<file path="src/rtl/bus_master_pkg.sv">
// Shared definitions for the bus_master peripheral-bus sequencer.
//   - State encodings (IDLE, SETUP, STROBE, HOLD, TURN) and the matching state_e enum.
//   - Default timing constants for the top-level parameters.
//   - cnt_width(): phase-counter width, the clog2 of the longest phase (at least 1 bit).
package bus_master_pkg;

  localparam logic [2:0] IDLE   = 3'd0;
  localparam logic [2:0] SETUP  = 3'd1;
  localparam logic [2:0] STROBE = 3'd2;
  localparam logic [2:0] HOLD   = 3'd3;
  localparam logic [2:0] TURN   = 3'd4;

  typedef enum logic [2:0] {
    StIdle   = IDLE,
    StSetup  = SETUP,
    StStrobe = STROBE,
    StHold   = HOLD,
    StTurn   = TURN
  } state_e;

  localparam int DefSetupCyc  = 2;
  localparam int DefStrobeCyc = 3;
  localparam int DefHoldCyc   = 1;
  localparam int DefTurnCyc   = 2;

  // A phase of N cycles loads N-1, so clog2(N) bits suffice; never less than 1 bit.
  function automatic int cnt_width(input int a, input int b, input int c, input int d);
    int m;
    m = a;
    if (b > m) m = b;
    if (c > m) m = c;
    if (d > m) m = d;
    return (m < 2) ? 1 : $clog2(m);
  endfunction

endpackage

</file>
<file path="src/rtl/bus_phase_timer.sv">
// Loadable phase down-counter for bus_master.
// Ports:
//   clk_i       system clock
//   rst_i       synchronous active-high reset (counter cleared)
//   load_i      load strobe; load_val_i is taken on this edge
//   load_val_i  value to load (phase length minus one)
//   done_o      high while the count is zero
// Without a load the count decrements and saturates at zero.
module bus_phase_timer #(
  parameter int unsigned CntW = 2
) (
  input  logic            clk_i,
  input  logic            rst_i,
  input  logic            load_i,
  input  logic [CntW-1:0] load_val_i,
  output logic            done_o
);

  logic [CntW-1:0] cnt_q;

  always_ff @(posedge clk_i) begin
    if (rst_i) begin
      cnt_q <= '0;
    end else if (load_i) begin
      cnt_q <= load_val_i;
    end else if (cnt_q != '0) begin
      cnt_q <= cnt_q - CntW'(1);
    end
  end

  assign done_o = (cnt_q == '0);

endmodule

</file>
<file path="src/rtl/bus_master.sv">
// Sequencer for the external parallel peripheral bus.
// Accepts single read/write requests on a valid/ready handshake and generates address,
// chip-select and strobe timing: IDLE -> SETUP -> STROBE -> HOLD -> (TURN on reads) -> IDLE.
// Ports:
//   clk, rst            clock, synchronous active-high reset
//   req_valid/req_ready request handshake (ready high only in IDLE)
//   req_we/addr/wdata   request fields, latched on accept
//   rsp_valid           one-cycle completion pulse on return to IDLE
//   rsp_rdata           last captured read data
//   busy                high whenever not IDLE
//   bus_out/bus_oe      per-bit pad drive value and output enable
//   bus_in              per-bit pad input value
//   addr_o, cs_n        address pins, active-low chip select
//   wr_n, rd_n          active-low write / read strobes
// Optional: define BUS_MASTER_INPUT_SYNC_EN to pass bus_in through a two-flop synchronizer;
// STROBE is then extended by 2 cycles and capture happens on its final cycle.
// All outputs are registered; output registers are updated from the next state.
module bus_master
  import bus_master_pkg::*;
#(
  parameter int DATA_W     = 8,
  parameter int ADDR_W     = 4,
  parameter int SETUP_CYC  = DefSetupCyc,
  parameter int STROBE_CYC = DefStrobeCyc,
  parameter int HOLD_CYC   = DefHoldCyc,
  parameter int TURN_CYC   = DefTurnCyc
) (
  input  logic              clk,
  input  logic              rst,
  input  logic              req_valid,
  output logic              req_ready,
  input  logic              req_we,
  input  logic [ADDR_W-1:0] req_addr,
  input  logic [DATA_W-1:0] req_wdata,
  output logic              rsp_valid,
  output logic [DATA_W-1:0] rsp_rdata,
  output logic              busy,
  output logic [DATA_W-1:0] bus_out,
  output logic [DATA_W-1:0] bus_oe,
  input  logic [DATA_W-1:0] bus_in,
  output logic [ADDR_W-1:0] addr_o,
  output logic              cs_n,
  output logic              wr_n,
  output logic              rd_n
);

  logic [DATA_W-1:0] cap_data;

`ifdef BUS_MASTER_INPUT_SYNC_EN
  localparam int StrobeLen = STROBE_CYC + 2;

  logic [DATA_W-1:0] sync1_q, sync2_q;

  always_ff @(posedge clk) begin
    if (rst) begin
      sync1_q <= '0;
      sync2_q <= '0;
    end else begin
      sync1_q <= bus_in;
      sync2_q <= sync1_q;
    end
  end

  assign cap_data = sync2_q;
`else
  localparam int StrobeLen = STROBE_CYC;

  assign cap_data = bus_in;
`endif

  localparam int CntW     = cnt_width(SETUP_CYC, StrobeLen, HOLD_CYC, TURN_CYC);
  localparam int TurnLoad = (TURN_CYC > 0) ? TURN_CYC - 1 : 0;

  state_e            state_q;
  logic              we_q;
  logic              req_ready_q, rsp_valid_q, busy_q;
  logic [DATA_W-1:0] rsp_rdata_q, bus_oe_q, bus_out_q;
  logic [ADDR_W-1:0] addr_q;
  logic              cs_n_q, wr_n_q, rd_n_q;

  logic              tmr_load;
  logic [CntW-1:0]   tmr_val;
  logic              tmr_done;

  // Load the next phase length on the same edge that enters that phase.
  always_comb begin
    tmr_load = 1'b0;
    tmr_val  = '0;
    unique case (state_q)
      StIdle: begin
        if (req_valid) begin
          tmr_load = 1'b1;
          tmr_val  = CntW'(SETUP_CYC - 1);
        end
      end
      StSetup: begin
        if (tmr_done) begin
          tmr_load = 1'b1;
          tmr_val  = CntW'(StrobeLen - 1);
        end
      end
      StStrobe: begin
        if (tmr_done) begin
          tmr_load = 1'b1;
          tmr_val  = CntW'(HOLD_CYC - 1);
        end
      end
      StHold: begin
        if (tmr_done && !we_q && (TURN_CYC > 0)) begin
          tmr_load = 1'b1;
          tmr_val  = CntW'(TurnLoad);
        end
      end
      default: ;
    endcase
  end

  bus_phase_timer #(
    .CntW(CntW)
  ) u_timer (
    .clk_i     (clk),
    .rst_i     (rst),
    .load_i    (tmr_load),
    .load_val_i(tmr_val),
    .done_o    (tmr_done)
  );

  always_ff @(posedge clk) begin
    if (rst) begin
      state_q     <= StIdle;
      we_q        <= 1'b0;
      req_ready_q <= 1'b1;
      rsp_valid_q <= 1'b0;
      rsp_rdata_q <= '0;
      busy_q      <= 1'b0;
      bus_oe_q    <= '0;
      bus_out_q   <= '0;
      addr_q      <= '0;
      cs_n_q      <= 1'b1;
      wr_n_q      <= 1'b1;
      rd_n_q      <= 1'b1;
    end else begin
      rsp_valid_q <= 1'b0;
      unique case (state_q)
        StIdle: begin
          if (req_valid) begin
            state_q     <= StSetup;
            we_q        <= req_we;
            req_ready_q <= 1'b0;
            busy_q      <= 1'b1;
            addr_q      <= req_addr;
            cs_n_q      <= 1'b0;
            bus_oe_q    <= {DATA_W{req_we}};
            bus_out_q   <= req_we ? req_wdata : '0;
          end
        end
        StSetup: begin
          if (tmr_done) begin
            state_q <= StStrobe;
            wr_n_q  <= ~we_q;
            rd_n_q  <= we_q;
          end
        end
        StStrobe: begin
          if (tmr_done) begin
            state_q <= StHold;
            wr_n_q  <= 1'b1;
            rd_n_q  <= 1'b1;
            if (!we_q) rsp_rdata_q <= cap_data;
          end
        end
        StHold: begin
          if (tmr_done) begin
            cs_n_q    <= 1'b1;
            bus_oe_q  <= '0;
            bus_out_q <= '0;
            // TURN keeps the bus idle after a read before anyone may drive it again.
            if (!we_q && (TURN_CYC > 0)) begin
              state_q <= StTurn;
            end else begin
              state_q     <= StIdle;
              rsp_valid_q <= 1'b1;
              req_ready_q <= 1'b1;
              busy_q      <= 1'b0;
            end
          end
        end
        StTurn: begin
          if (tmr_done) begin
            state_q     <= StIdle;
            rsp_valid_q <= 1'b1;
            req_ready_q <= 1'b1;
            busy_q      <= 1'b0;
          end
        end
        default: state_q <= StIdle;
      endcase
    end
  end

  assign req_ready = req_ready_q;
  assign rsp_valid = rsp_valid_q;
  assign rsp_rdata = rsp_rdata_q;
  assign busy      = busy_q;
  assign bus_oe    = bus_oe_q;
  assign bus_out   = bus_out_q;
  assign addr_o    = addr_q;
  assign cs_n      = cs_n_q;
  assign wr_n      = wr_n_q;
  assign rd_n      = rd_n_q;

endmodule

</file>
<file path="config.mk">
export PLATFORM = sky130hd
export DESIGN_NAME = bus_master
export DESIGN_NICKNAME = d
export VERILOG_FILES = /design/src/rtl/bus_master_pkg.sv /design/src/rtl/bus_phase_timer.sv /design/src/rtl/bus_master.sv
export SDC_FILE = /design/constraint.sdc
export NUM_CORES = 1
export LEC_CHECK = 0
export ABC_AREA = 1
export CAP_MARGIN = 20
export CORE_ASPECT_RATIO = 1.5
export CORE_MARGIN = 2
export CORE_UTILIZATION = 45
export DETAILED_ROUTE_END_ITERATION = 16
export HOLD_SLACK_MARGIN = 0.08
export PLACE_DENSITY = 0.92
export REMOVE_ABC_BUFFERS = 1
export SETUP_SLACK_MARGIN = 0.2
export SLEW_MARGIN = 0
export SYNTH_ARGS = -nofsm -noshare
export SYNTH_HDL_FRONTEND = slang
export SYNTH_SLANG_ARGS = --single-unit
</file>
<file path="constraint.sdc">
create_clock -name clk -period 2.5 [get_ports clk]
set_clock_uncertainty 0.1 [all_clocks]
set_input_delay 0.625 -clock clk [delete_from_list [all_inputs] [get_ports clk]]
set_output_delay 0.625 -clock clk [all_outputs]
set_load 0.02 [all_outputs]
</file>
==> metrics.txt <==
Primary FF master, synth dfxtp_1; Die Wd between 40 and 50 microns; Worst Path Required 1.77 ns; Crit-path slowest cell clkdlybuf4s50_1; sequential-to-total area share from yosys stat between 40 and 50%; clock tree buffer depth 2; GR Overflow Total 0; DRC violations left 0; startpoint types flop; die area 3650 sq um; post-synthesis cell area 1430 sq um; asr flop ratio synth 0%; Cell Rows 25; I/O Buffers 57; worst-skew pair later-pin latency just under 0.3 ns; synth warn 0; die height 73.0 microns; DRT Pass-1 Iters 4; WS Path Type flop to output port; post-route cell area 2100 sq um; total number of vias 1,366; CTS root buf clkbuf_8; initial antenna violation count 0; Lkg Pwr 0.871 nW; Post-synth EDFFs 0; Ports between 50 and 60; Final Util 67.7%; crit path DAT 1.48 ns; RSZ-0062 raised after global routing no; Hold Path Class flop to flop; # clock sinks 33; status finished clean; starting density of the core 46.1%; # Max-Cap Violations 0; worst flop-to-flop path startpoint u_timer.cnt_q[0]; register bit total from synthesis 33; fin nets 269; Clk pin slew, worst setup/hold paths around 0.07 ns; Worst-Margin Slew 0.411 ns; vias in the first global route about 1,200; largest fanout on the critical path 9; Pwr Density 1060 nW/um^2; CP max stage delay 0.70 ns; final WL 3470 microns; clock buffer count from CTS 5; Post-Syn Instances 190; Placed Area 1980 sq um; setup ws final 0.292 ns; Max-slew headroom 72.6%; Final TNS setup 0 ns; GRT Total Usage 20.2%; pre-CTS setup slack between 0.3 and 0.4 ns; H-tree levels 2; first-pass GRT wire length about 5500 microns; GPL Wtd Cong 0.819; Diodes inserted 0; FF-to-FF setup slack 0.70 ns; CP Cell Sequence clkdlybuf4s50_1; worst path bufs/invs 1; Core Footprint between 3000 and 4000 sq um; fmax 453 MHz; Critical Path Source bus_oe[6]; ANT nets after route 0; Final Cycle Share 88.3%; Mapped Avg Cell Area ~7.5 sq um; Layout area overhead 46.8%; fin crit period about 2.2 ns; synth unique cells 24; worst hold start bus_out[6]; worst vdd ir 0.675 mV; final setup vio count 0; post_cts resized 0; Via density 4.79; Setup crit end kind output port; cell family with most CP delay buffers and inverters; Final Max Slew Viols 0; Final Hold Vio Count 0; CTS tree yes; largest net degree at the start of global routing 20; Initial DRC Count 31; Detailed Place HPWL 2550 microns; share of cells above drive strength 1 10.2%; wire per inst roughly 12 microns; Post-CTS Hold Buffers 0; setup bufs post-CTS 0
[layout by cell type (no fill, tap or decap)]
master	synthesis	final
a21oi_1	23	23
nand3_1	8	8
nor2_1	25	25
bufinv_16	0	1
nor2_8	1	1
nand2_1	48	48
inv_2	5	5
clkbuf_8	0	6
inv_4	1	1
o21ai_1	1	1
o21ai_0	10	10
nand2_4	1	1
inv_1	11	11
clkbuf_1	2	1
clkdlybuf4s50_1	0	57
nand2_2	3	3
nor2_4	1	1
o21bai_1	1	1
nand4_1	1	1
dfxtp_1	33	33
nand3_2	3	3
ha_1	1	1
nor3_4	1	1
buf_4	7	1
nor2_2	1	1
[power by group]
group | leakage [nW] | switching, W | internal (W) | total, W
Sequential | 0.270 | 0.0000935 | 0.000650 | 0.000743
Clock | 0.0585 | 0.000198 | 0.000325 | 0.000523
Combinational | 0.543 | 0.000566 | 0.000397 | 0.000963
Total | 0.871 | 0.000857 | 0.00137 | 0.00223
[sequential cells by signal, indices dropped and copies added, names as in the netlist]
| register | count |
|---|---|
| rd_n | 1 |
| bus_out | 8 |
| bus_oe | 1 |
| u_timer.cnt_q | 2 |
| cs_n | 1 |
| rsp_rdata | 8 |
| state_q | 3 |
| busy | 1 |
| addr_o | 4 |
| we_q | 1 |
| rsp_valid | 1 |
| wr_n | 1 |
| req_ready | 1 |
[synth_stat cells (2+ instances only)]
master,number,area (sq um)
inv_2,5,18.8
o21ai_0,10,50.1
nand2_1,48,180
clkbuf_1,2,7.51
nand2_2,3,18.8
inv_1,11,41.3
nand3_1,8,40.0
a21oi_1,23,115
dfxtp_1,33,661
nor2_1,25,93.8
buf_4,7,52.6
nand3_2,3,30.0
[layout make-up]
cell class | instances | area (sq um)
clock buffer | 7 | 86.3
inverter | 17 | 66.3
clock inverter | 1 | 30.0
multi-input combinational | 129 | 624
timing repair buffer | 58 | 578
sequential | 33 | 661
fill | 241 | 1000
tap | 40 | 50.0
[per-stage QoR]
stage                     total power (W)  instances  hold WS, ns
after CTS                         0.00225        285        0.362
after global routing              0.00238        285        0.385
after global placement            0.00169        277        0.343
after detailed placement          0.00172        277        0.348
after floorplan                   0.00135        179        0.353
final                             0.00223        285        0.361
[routing by layer]
metal / GRT usage [%] / part of all wire (%) / vias up
li1: - / - / 702
met1: 21.9 / 40 / 621
met2: 34.6 / 54 / 33
met3: 4.92 / 3.0 / 10
met4: 12.3 / 3.6 / 0
met5: 0 / 0 / -
[final timing paths]
check / end / cells past startpoint
max: bus_oe[2] / 1
min: bus_out[6] / 2
max reg2reg: rsp_rdata[6] / 7
min reg2reg: bus_out[6] / 2
[cells by family (layout without fill, tap and decap cells)]
family / after synthesis / after routing / share of synthesized area [%]
AOI/OAI and AO/OA: 35 / 35 / 12.4
adders and majority gates: 1 / 1 / 0.876
buffers and inverters: 28 / 83 / 9.99
DFF: 33 / 33 / 46.3
and+or+nand+nor: 93 / 93 / 30.4
Note: power is estimated with default switching activity, not from simulation.
